===== config.mk =====
export PLATFORM = sky130hd
export DESIGN_NAME = systolic_array_ctrl
export DESIGN_NICKNAME = d
export VERILOG_FILES = /design/src/rtl/systolic_array_ctrl.sv
export SDC_FILE = /design/constraint.sdc
export NUM_CORES = 1
export LEC_CHECK = 0
export CAP_MARGIN = 0
export CORE_MARGIN = 8
export CORE_UTILIZATION = 45
export CTS_CLUSTER_SIZE = 28
export DETAILED_ROUTE_END_ITERATION = 8
export PLACE_DENSITY = 0.78
export RECOVER_POWER = 25
export SLEW_MARGIN = 25
export SYNTH_ARGS = -nofsm -noshare
export SYNTH_HDL_FRONTEND = slang
export SYNTH_SLANG_ARGS = --single-unit

===== constraint.sdc =====
create_clock -name clk_i -period 1.8 [get_ports clk_i]
set_input_delay 0.54 -clock clk_i [delete_from_list [all_inputs] [get_ports clk_i]]
set_output_delay 0.54 -clock clk_i [all_outputs]
set_load 0.005 [all_outputs]

===== src/rtl/systolic_array_ctrl.sv =====
// Job sequencer for one systolic_array: load A, load B, compute, flush, drain C, done.
// Latency: LOAD/DRAIN are zero-latency pass-through; COMPUTE lasts compute_cycles_p cycles; FLUSH and DONE are one cycle each.
// Backpressure: arr_ready_i=0 stalls LOAD (ready_o follows it); yumi_i=0 holds DRAIN indefinitely. SA_CTRL_PERF_EN enables the job cycle counter.
module systolic_array_ctrl #(
    parameter int width_p          = 8,
    parameter int array_width_p    = 8,
    parameter int array_height_p   = 8,
    parameter int compute_cycles_p = 16
) (
    input  logic               clk_i,
    input  logic               reset_i,
    input  logic               start_i,
    output logic               busy_o,
    output logic               done_o,
    input  logic               valid_i,
    input  logic [width_p-1:0] data_i,
    output logic               ready_o,
    output logic               arr_en_o,
    output logic               arr_valid_o,
    output logic [width_p-1:0] arr_data_o,
    input  logic               arr_ready_i,
    output logic               arr_flush_o,
    input  logic               arr_valid_i,
    input  logic [width_p-1:0] arr_data_i,
    output logic               arr_yumi_o,
    output logic               valid_o,
    output logic [width_p-1:0] data_o,
    input  logic               yumi_i,
    output logic [31:0]        perf_cycles_o
);

    localparam int num_macs = array_width_p * array_height_p;
    localparam int num_res  = array_height_p * array_height_p;
    // Sized for the larger of the load and drain counts so tall arrays still fit.
    localparam int cnt_max  = (num_macs > num_res) ? num_macs : num_res;
    localparam int cnt_w    = $clog2(cnt_max + 1);

    localparam logic [cnt_w-1:0] load_last  = cnt_w'(num_macs - 1);
    localparam logic [cnt_w-1:0] drain_last = cnt_w'(num_res - 1);
    localparam logic [15:0]      comp_last  = 16'(compute_cycles_p - 1);

    typedef enum logic [2:0] {
        IDLE    = 3'd0,
        LOAD_A  = 3'd1,
        LOAD_B  = 3'd2,
        COMPUTE = 3'd3,
        FLUSH   = 3'd4,
        DRAIN   = 3'd5,
        DONE    = 3'd6
    } state_t;

    state_t           state, state_n;
    logic [cnt_w-1:0] load_cnt, drain_cnt;
    logic [15:0]      comp_cnt;
    logic             in_load, accept, xfer;

    assign in_load  = (state == LOAD_A) || (state == LOAD_B);
    assign accept   = in_load && valid_i && arr_ready_i;
    assign xfer     = (state == DRAIN) && arr_valid_i && yumi_i;
    assign busy_o   = (state != IDLE);
    assign arr_en_o = busy_o;

    // State register; reset aborts any job in flight.
    always_ff @(posedge clk_i or negedge reset_i) begin
        if (!reset_i) state <= IDLE;
        else          state <= state_n;
    end

    // Load, compute and drain counters; each wraps to zero as its phase completes.
    always_ff @(posedge clk_i or negedge reset_i) begin
        if (!reset_i) begin
            load_cnt  <= '0;
            comp_cnt  <= '0;
            drain_cnt <= '0;
        end else begin
            if (accept)
                load_cnt <= (load_cnt == load_last) ? '0 : load_cnt + 1'b1;
            if (state == COMPUTE)
                comp_cnt <= (comp_cnt == comp_last) ? '0 : comp_cnt + 16'd1;
            if (xfer)
                drain_cnt <= (drain_cnt == drain_last) ? '0 : drain_cnt + 1'b1;
        end
    end

    // Next-state and per-state pass-through of the upstream and result handshakes.
    always_comb begin
        state_n     = state;
        done_o      = 1'b0;
        ready_o     = 1'b0;
        arr_valid_o = 1'b0;
        arr_data_o  = '0;
        arr_flush_o = 1'b0;
        arr_yumi_o  = 1'b0;
        valid_o     = 1'b0;
        data_o      = '0;
        case (state)
            IDLE: begin
                if (start_i) state_n = LOAD_A;
            end
            LOAD_A, LOAD_B: begin
                ready_o     = arr_ready_i;
                arr_valid_o = valid_i;
                arr_data_o  = data_i;
                if (accept && (load_cnt == load_last))
                    state_n = (state == LOAD_A) ? LOAD_B : COMPUTE;
            end
            COMPUTE: begin
                if (comp_cnt == comp_last) state_n = FLUSH;
            end
            FLUSH: begin
                arr_flush_o = 1'b1;
                state_n     = DRAIN;
            end
            DRAIN: begin
                arr_flush_o = 1'b1;
                valid_o     = arr_valid_i;
                data_o      = arr_data_i;
                arr_yumi_o  = yumi_i & arr_valid_i;
                if (xfer && (drain_cnt == drain_last)) state_n = DONE;
            end
            DONE: begin
                done_o  = 1'b1;
                state_n = IDLE;
            end
            default: state_n = IDLE;
        endcase
    end

`ifdef SA_CTRL_PERF_EN
    logic [31:0] perf_cnt;

    // Busy-cycle counter: cleared at job start, counts through DONE, then holds; saturates.
    always_ff @(posedge clk_i or negedge reset_i) begin
        if (!reset_i)
            perf_cnt <= '0;
        else if ((state == IDLE) && start_i)
            perf_cnt <= '0;
        else if (busy_o && (perf_cnt != 32'hFFFF_FFFF))
            perf_cnt <= perf_cnt + 32'd1;
    end

    assign perf_cycles_o = perf_cnt;
`else
    assign perf_cycles_o = '0;
`endif

endmodule


# Yosys cells after proc, flatten, opt, wreduce, memory -nomap -nowiden
# Cells that the tools add are included.
# word_totals
reg_bits	33
latchBits	0
ramBits	0
mem_bits_ro	0
in_bits	23
output_inout_bits	56
n_memories	0
# classes
n_addsub	3
n_mul	0
div	0
n_lt_le_gt_ge	0
n_eq_ne	13
shifts	0
muxes	17
bitwise	1
n_reduce_logical	12
# ops
cell	count
$add 16x1->16 const B	1
$eq 16x4->1 const B	1
$mux 16	1
$mux 8	2
$pmux 3 s5	1
$add 7x1->7 const B	2
$eq 7x6->1 const B	2
$mux 7	2
$mux 3	4
$eq 3x3->1 const B	3
$mux 1	7
$eq 3x2->1 const B	2
$logic_and 1x1->1	6
$ne 2x1->1 const B	2
$ne 2x2->1 const B	2
$reduce_and 4->1	1
$reduce_or 2->1	2
$eq 3x1->1 const B	1
$logic_not 3->1	1
$reduce_bool 3->1	1
$and 1x1->1	1
$logic_or 1x1->1	1

# Longest topological paths before layout
# Gate-level depths: netlist of run 1.
# logic_depth
word_depth	7
ltp_mapped	6
depth_no_buf	5

# Least setup slack after synthesis of run 1
# No wires, ideal clock.
# synth_timing
path_type	reg2out
startpoint	register state[1]
endpoint	output port arr_data_o[0]
arrival_time_ns	1.115
setup_slack_ns	0.145
path_stages_with_launch	5
path_cell_list	dfrtp_1 > buf_2 > xnor2_1 > nor2_1 > and2_1
# synth_between
elab_chain_cells	3
word_cells_on_any_way	4
# synth_lines
element	line	rtl
start, declared	52	state_t state, state_n;
start signal, assigned	66	else state <= state_n;
$eq 3x1->1 / $eq 3x2->1 (equally long branches)	96	case (state)
$reduce_or 2->1 (*)	96	
$mux 8 (*)	96	
end, declared	20	output logic [width_p-1:0] arr_data_o,
# Mark *: on every way between the ends. The rest lies on a longest branch, timed or not.

# Worst setup path after layout of run 1
# layout_timing
startpoint	register state[1]
endpoint	output port arr_valid_o
# layout_between
elab_chain_cells	3
word_cells_on_any_way	4
# layout_lines
element	line	rtl
$eq 3x1->1 / $eq 3x2->1 (equally long branches)	96	
$reduce_or 2->1 (*)	96	
$mux 1 (*)	96	
end, declared	19	output logic arr_valid_o,
# Marks and branches as above.

==> run metrics, run 1 <==
outcome=finished with violations; failing checks=setup timing; period utilization=1.111; crit path capture type=primary output; Cells after DPL=350; Avg WL per Cell=14.53 um; Area contributors post-synth=dfrtp_1 38%, buf_4 11%, and3_1 4.1%, xnor2_1 4.1%, a31oi_1 3.5%; Final Util=0.6322; Worst-Margin Slew=0.8264 ns; post-route setup TNS=-3.342 ns; #FFs+latches synth=33; Distinct cells, synth=51; initial antenna violation count=0; ant diodes=0; Worst slew margin=0.4491; Placed Area=0.002726 sq mm; CTS root buf=clkbuf_8; worst skew pair latency=0.29 ns; final setup fails=23; Cells after Synth=235; GPL Wtd Cong=0.8396; Hold Fails Final Rpt=0; post-synthesis sequential area ratio=0.3824; core area=0.004661 sq mm; PD cells=639.3 mW/mm^2; layout net count=337; Max Cap Viol=0; layout cell share with drive strength beyond 1=0.2981; r2r startpoint=state[1]; Synthesis Warnings=0; I/O pin count=79; area grow syn2layout=36.44%; final worst slack=-0.2000 ns; synth cell count leaders=33 x buf_4, 33 x dfrtp_1, 14 x and3_1; non-filler cells, final=366; crit path kind=flip-flop to primary output; Post-synth EDFFs=0; RSZ-0062 raised after global routing=yes; Die Span Y=85.28 um; die width=85.28 um; DR iter-0 viols=97; largest net degree at the start of global routing=34; syn avg cell area=9.190 sq um; worst-case clock buffer depth=2; Post-Layout Inst Area=0.002947 sq mm; TritonCTS clock tree=built; vias in the first global route=1859; Most used DFF post-synth=dfrtp_1; Pins Over Slew Limit=0; Worst Path Max Fanout=4; max frequency=500.0 MHz; Starting Density=0.4634; worst clock skew=0.01093 ns; # DRC=0; H-tree depth=2; CP Launch Type=flip-flop; Pre-Repair DR Iteration Count=4; flop2flop setup slack=0.09 ns; Total GRT Usage=0.1482; Mapped Area=0.002160 sq mm; antenna-violating nets left=0; Critical Path Source=state[1]; # rows=25; Worst EP arrival=1.46 ns; DPL Wire Length=3906 um; full die area=0.007272 sq mm; clock-pin slew on the worst setup and hold paths=0.08 ns; Synth area leader=dfrtp_1; Via density=5.164; leakage power total=1.395 nW; CTS Buf Count=5; HP Class=flip-flop to flip-flop; CP required=1.26 ns; Sink Count=33; Max IR drop VDD=366.4 uV; GR Overflow Total=0; first-pass GRT wire length=8756 um; PortBufs=46; hold path start=drain_cnt[4]; async set-reset flop share out of synthesis=1.000; fin crit period=2.000 ns; Synth top area share=0.3824; via count=1890; final WL=5317 um
[per-stage QoR]
stage | hold slack [ns] | total power, mW | worst slack (ns)
detailed placement | 0.4692 | 1.066 | -0.6369
global route | 0.5204 | 1.984 | -0.2819
floorplan | 0.2444 | 0.9923 | 0.1449
global placement | 0.4667 | 1.058 | -0.6373
finish | 0.4839 | 1.884 | -0.2000
CTS | 0.4798 | 1.907 | -0.2130
[timing repair]
| item | CTS | global route |
|---|---|---|
| hold buffers | 0 | 0 |
| resized for setup | 122 | 15 |
| gates cloned | 1 | 0 |
| pin swaps | 16 | 5 |
| setup endpoints to repair | 24 | 26 |
| setup buffers | 4 | 4 |
[worst max-delay path: stages (launching register included)]
cell and delay [ns]:
dfrtp_2 0.44, xnor2_2 0.15, nor2_2 0.13, buf_2 0.15, buf_6 0.09, and2_4 0.12, buf_6 0.09
[cell usage in the layout, fill, tap and decap left out, types with 2 or more instances in the layout]
cell type        instances
a21boi_0                 2
a21oi_1                  2
a22o_1                   2
a31oi_1                 12
and2_1                   4
and2_4                   8
and3_1                  12
and3_4                   2
and4_1                   2
buf_2                   14
buf_4                   25
buf_6                   19
bufinv_16                2
clkbuf_8                 5
clkdlybuf4s50_1         20
conb_1                  32
dfrtp_1                 32
ha_1                     3
inv_1                    6
mux2i_1                  2
nand2_1                 11
nand3_1                 12
nand3_2                  2
nand3b_1                 5
nand4_1                  8
nand4b_1                 2
nor2_1                   6
nor3_1                   6
nor4_1                   3
o21ai_0                  6
o21ai_1                  2
o22ai_1                  2
xnor2_1                  9
xor2_1                   3
[logic make-up after synthesis]
family | synth area share
xor+xnor | 0.05272
fa+ha+maj | 0.01738
buf+inv | 0.1477
simple gates | 0.2735
compound gates | 0.1101
other cells | 0.001736
mux | 0.01448
flops | 0.3824
[layout make-up]
cell class                 count  area (sq um)
timing repair buffer          81         695.7
clock inverter                 3         65.06
inverter                       7         28.78
fill                         400          1714
tap                           54         67.56
sequential                    33         827.0
clock buffer                   5         68.82
multi-input combinational    183          1194
[sequential cells by signal, summed over array words and instances, names as in the netlist]
name	flops
comp_cnt	16
drain_cnt	7
load_cnt	7
state	3
[metal layers]
metal	GRT usage	up-vias	wire (um)
li1	-	934	-
met1	0.1683	894	2213
met2	0.2557	58	2716
met3	0.04826	4	356
met4	0.04777	0	30
met5	0	-	0
[final timing paths]
path	depth (start not counted)	end
worst max-delay path	6	arr_valid_o
worst min-delay path	1	drain_cnt[4]
worst max register to register	9	state[0]
worst min register to register	1	drain_cnt[4]
max in group asynchronous	2	state[1]
min in group asynchronous	2	comp_cnt[1]
[power breakdown]
group          switching, mW  total [mW]  internal, mW
sequential            0.0584       0.848         0.790
combinational         0.0879       0.205         0.117
clock                  0.281       0.831         0.550
Note: power is estimated with default switching activity, not from simulation.
==> run 2: changes to the inputs <==
==> constraint.sdc (replaced) <==
create_clock -name clk_i -period 1.8 [get_ports clk_i]
set_input_delay 0.54 -clock clk_i [delete_from_list [all_inputs] [get_ports clk_i]]
set_output_delay 0.54 -clock clk_i [all_outputs]
set_load 0.02 [all_outputs]
==> run 2 against run 1 <==
  * The flow still finishes with violations (setup timing)
  * Critical path depth decreased by 2
  * First-iteration DRC count increased by 12%
  * Register-to-register slack improved by 0.07 ns
  * Maximum frequency increased by 2.5%
  * Worst setup slack improved by 0.048 ns
  * Cell count decreased by 1.6%
  * Die area unchanged
  * Worst hold slack improved by 0.0068 ns
  * Design area decreased by 1.6%
  * Critical path type unchanged
  * Largest cell class unchanged
==> run metrics, run 2 (synthesis gave the netlist of run 1 again) <==
Die Span Y=85.28 um; period utilization=1.084; global-route layer with the greatest usage=met2; total power=1.678 mW; Total GRT Usage=0.1542; final worst slack=-0.1517 ns; vias in the first global route=1947; CP Cell Sequence=buf_6 -> and4b_1 -> and2_4 -> buf_6; hold path start=drain_cnt[4]; GR Overflow Total=0; leakage power total=1.344 nW; max frequency=512.4 MHz; I/O pin count=79; Via density=5.261; antenna-violating nets left=0; worst-case clock buffer depth=2; Max Cap Viol=0; first-pass GRT wire length=9142 um; die width=85.28 um; dpl ws=-0.7229 ns; CTS root buf=clkbuf_8; Starting Density=0.4634; largest net degree at the start of global routing=34; RSZ-0062 raised after global routing=yes; Worst path most repeated cell=buf_6; Pre-Repair DR Iteration Count=4; slowest stage delay, CP=0.46 ns; Pins Over Slew Limit=0; flop2flop setup slack=0.16 ns; top flop regs=comp_cnt: 16 flops, drain_cnt: 7 flops, load_cnt: 7 flops; Post-Layout Inst Area=0.002900 sq mm; Worst slew margin=0.4461; Hold Crit Depth=1; Worst EP arrival=1.41 ns; fill count=383; H-tree depth=2; hold_buf cts=0; most common cell after layout, fill and taps aside=conb_1; Placed Area=0.002711 sq mm; grt met1 use=0.1623; reg2reg end=state[0]; crit path capture type=primary output; Hold Fails Final Rpt=0; GR Util met2=0.2820; r2r startpoint=load_cnt[0]; CP required=1.26 ns; layout cell share with drive strength beyond 1=0.2680; outcome=finished with violations; HP Class=flip-flop to flip-flop; DR iter-0 viols=109; R2R depth=5; post-route setup TNS=-2.339 ns; TritonCTS clock tree=built; Cells after DPL=348; ant diodes=0; Avg WL per Cell=15.49 um; PD cells=578.6 mW/mm^2; Biggest register=comp_cnt; DPL Wire Length=4053 um; CP Launch Type=flip-flop; via count=1894; fin crit period=1.952 ns; GPL Wtd Cong=0.8068; final setup fails=22; area grow syn2layout=34.30%; met3 GRT Util=0.04344; failing checks=setup timing; core area=0.004661 sq mm; final WL=5578 um; initial antenna violation count=0; # rows=25; CP max stage cell=dfrtp_2; worst skew pair latency=0.29 ns; Worst-Margin Slew=0.8308 ns; full die area=0.007272 sq mm; crit path kind=flip-flop to primary output; non-filler cells, final=360; Worst Path Max Fanout=5; number of flip-flops in the largest register=16; CTS Buf Count=5; clock-pin slew on the worst setup and hold paths=0.07 ns; layout net count=332; hold path endpoint=drain_cnt[4]; PortBufs=46; commonest non-fill, non-tap cells in the layout=32 x conb_1, 31 x dfrtp_1, 28 x buf_4; Sink Count=33; Max IR drop VDD=491.4 uV; # DRC=0; worst clock skew=0.003965 ns
-- run 2: changes by cell type in the layout (fill, tap and decap cells not counted), moves of 2 or more --
cell / before / now
buf_2: 14 / 1
and2_1: 4 / 10
and2_4: 8 / 2
buf_6: 19 / 24
buf_4: 25 / 28
and3_1: 12 / 10
and3_4: 2 / 4
bufinv_16: 2 / 0
-- run 2: how the worst max path moves through the flow --
stage / depth (start not counted) / slack, ns / from / end
detailed placement: 4 / -0.72 / yumi_i / arr_yumi_o
global route: 4 / -0.21 / state[1] / arr_data_o[5]
finish: 4 / -0.15 / state[1] / arr_yumi_o
CTS: 4 / -0.15 / state[1] / arr_yumi_o
floorplan: 4 / 0.06 / state[1] / arr_data_o[0]
global placement: 4 / -0.71 / yumi_i / arr_yumi_o
-- run 2: power breakdown --
part	internal [mW]	switching (mW)
combinational	0.115	0.147
clock	0.303	0.263
sequential	0.790	0.0597
-- run 2: per-stage QoR --
step	util	hold slack (ns)
2_1_floorplan	-	0.2444
3_3_place_gp	0.5817	0.4660
3_5_place_dp	0.5817	0.4838
4_1_cts	0.6196	0.4929
5_1_grt	0.6223	0.5331
6_report	0.6223	0.4907
-- run 2: area by class of cell --
| cell class | count | area (sq um) | share of cell area |
|---|---|---|---|
| Tap cell | 54 | 67.56 | 0.02330 |
| Inverter | 7 | 26.28 | 0.009060 |
| Timing Repair Buffer | 76 | 708.2 | 0.2442 |
| Sequential cell | 33 | 828.3 | 0.2856 |
| Multi-Input combinational cell | 183 | 1184 | 0.4081 |
| Clock buffer | 7 | 86.33 | 0.02977 |
-- run 2: timing repair --
item	CTS	global route
gates cloned	0	0
setup buffers	6	0
endpoints found under the setup margin	24	25
gates resized for setup	153	6
pin swaps	4	1
-- run 2: per-layer routing --
| metal | part of all wire | wire [um] |
|---|---|---|
| met1 | 0.40 | 2241 |
| met2 | 0.53 | 2941 |
| met3 | 0.053 | 296 |
| met4 | 0.018 | 98 |
| met5 | 0 | 0 |
-- run 2: critical path, delay by kind of cell, from the launching register on --
kind | cells | cell delay (ns)
buf+inv | 2 | 0.25
simple gates | 2 | 0.43
flops | 1 | 0.46
==> run 3: changes to the inputs <==
--- a/config.mk
+++ b/config.mk
@@ -8,6 +8,7 @@
 export CAP_MARGIN = 0
 export CORE_MARGIN = 8
 export CORE_UTILIZATION = 45
+export CTS_CLUSTER_DIAMETER = 200
 export CTS_CLUSTER_SIZE = 28
 export DETAILED_ROUTE_END_ITERATION = 8
 export PLACE_DENSITY = 0.78
==> results of run 3 <==
No change in the layout: final DEF, timing and power equal those of run 2.
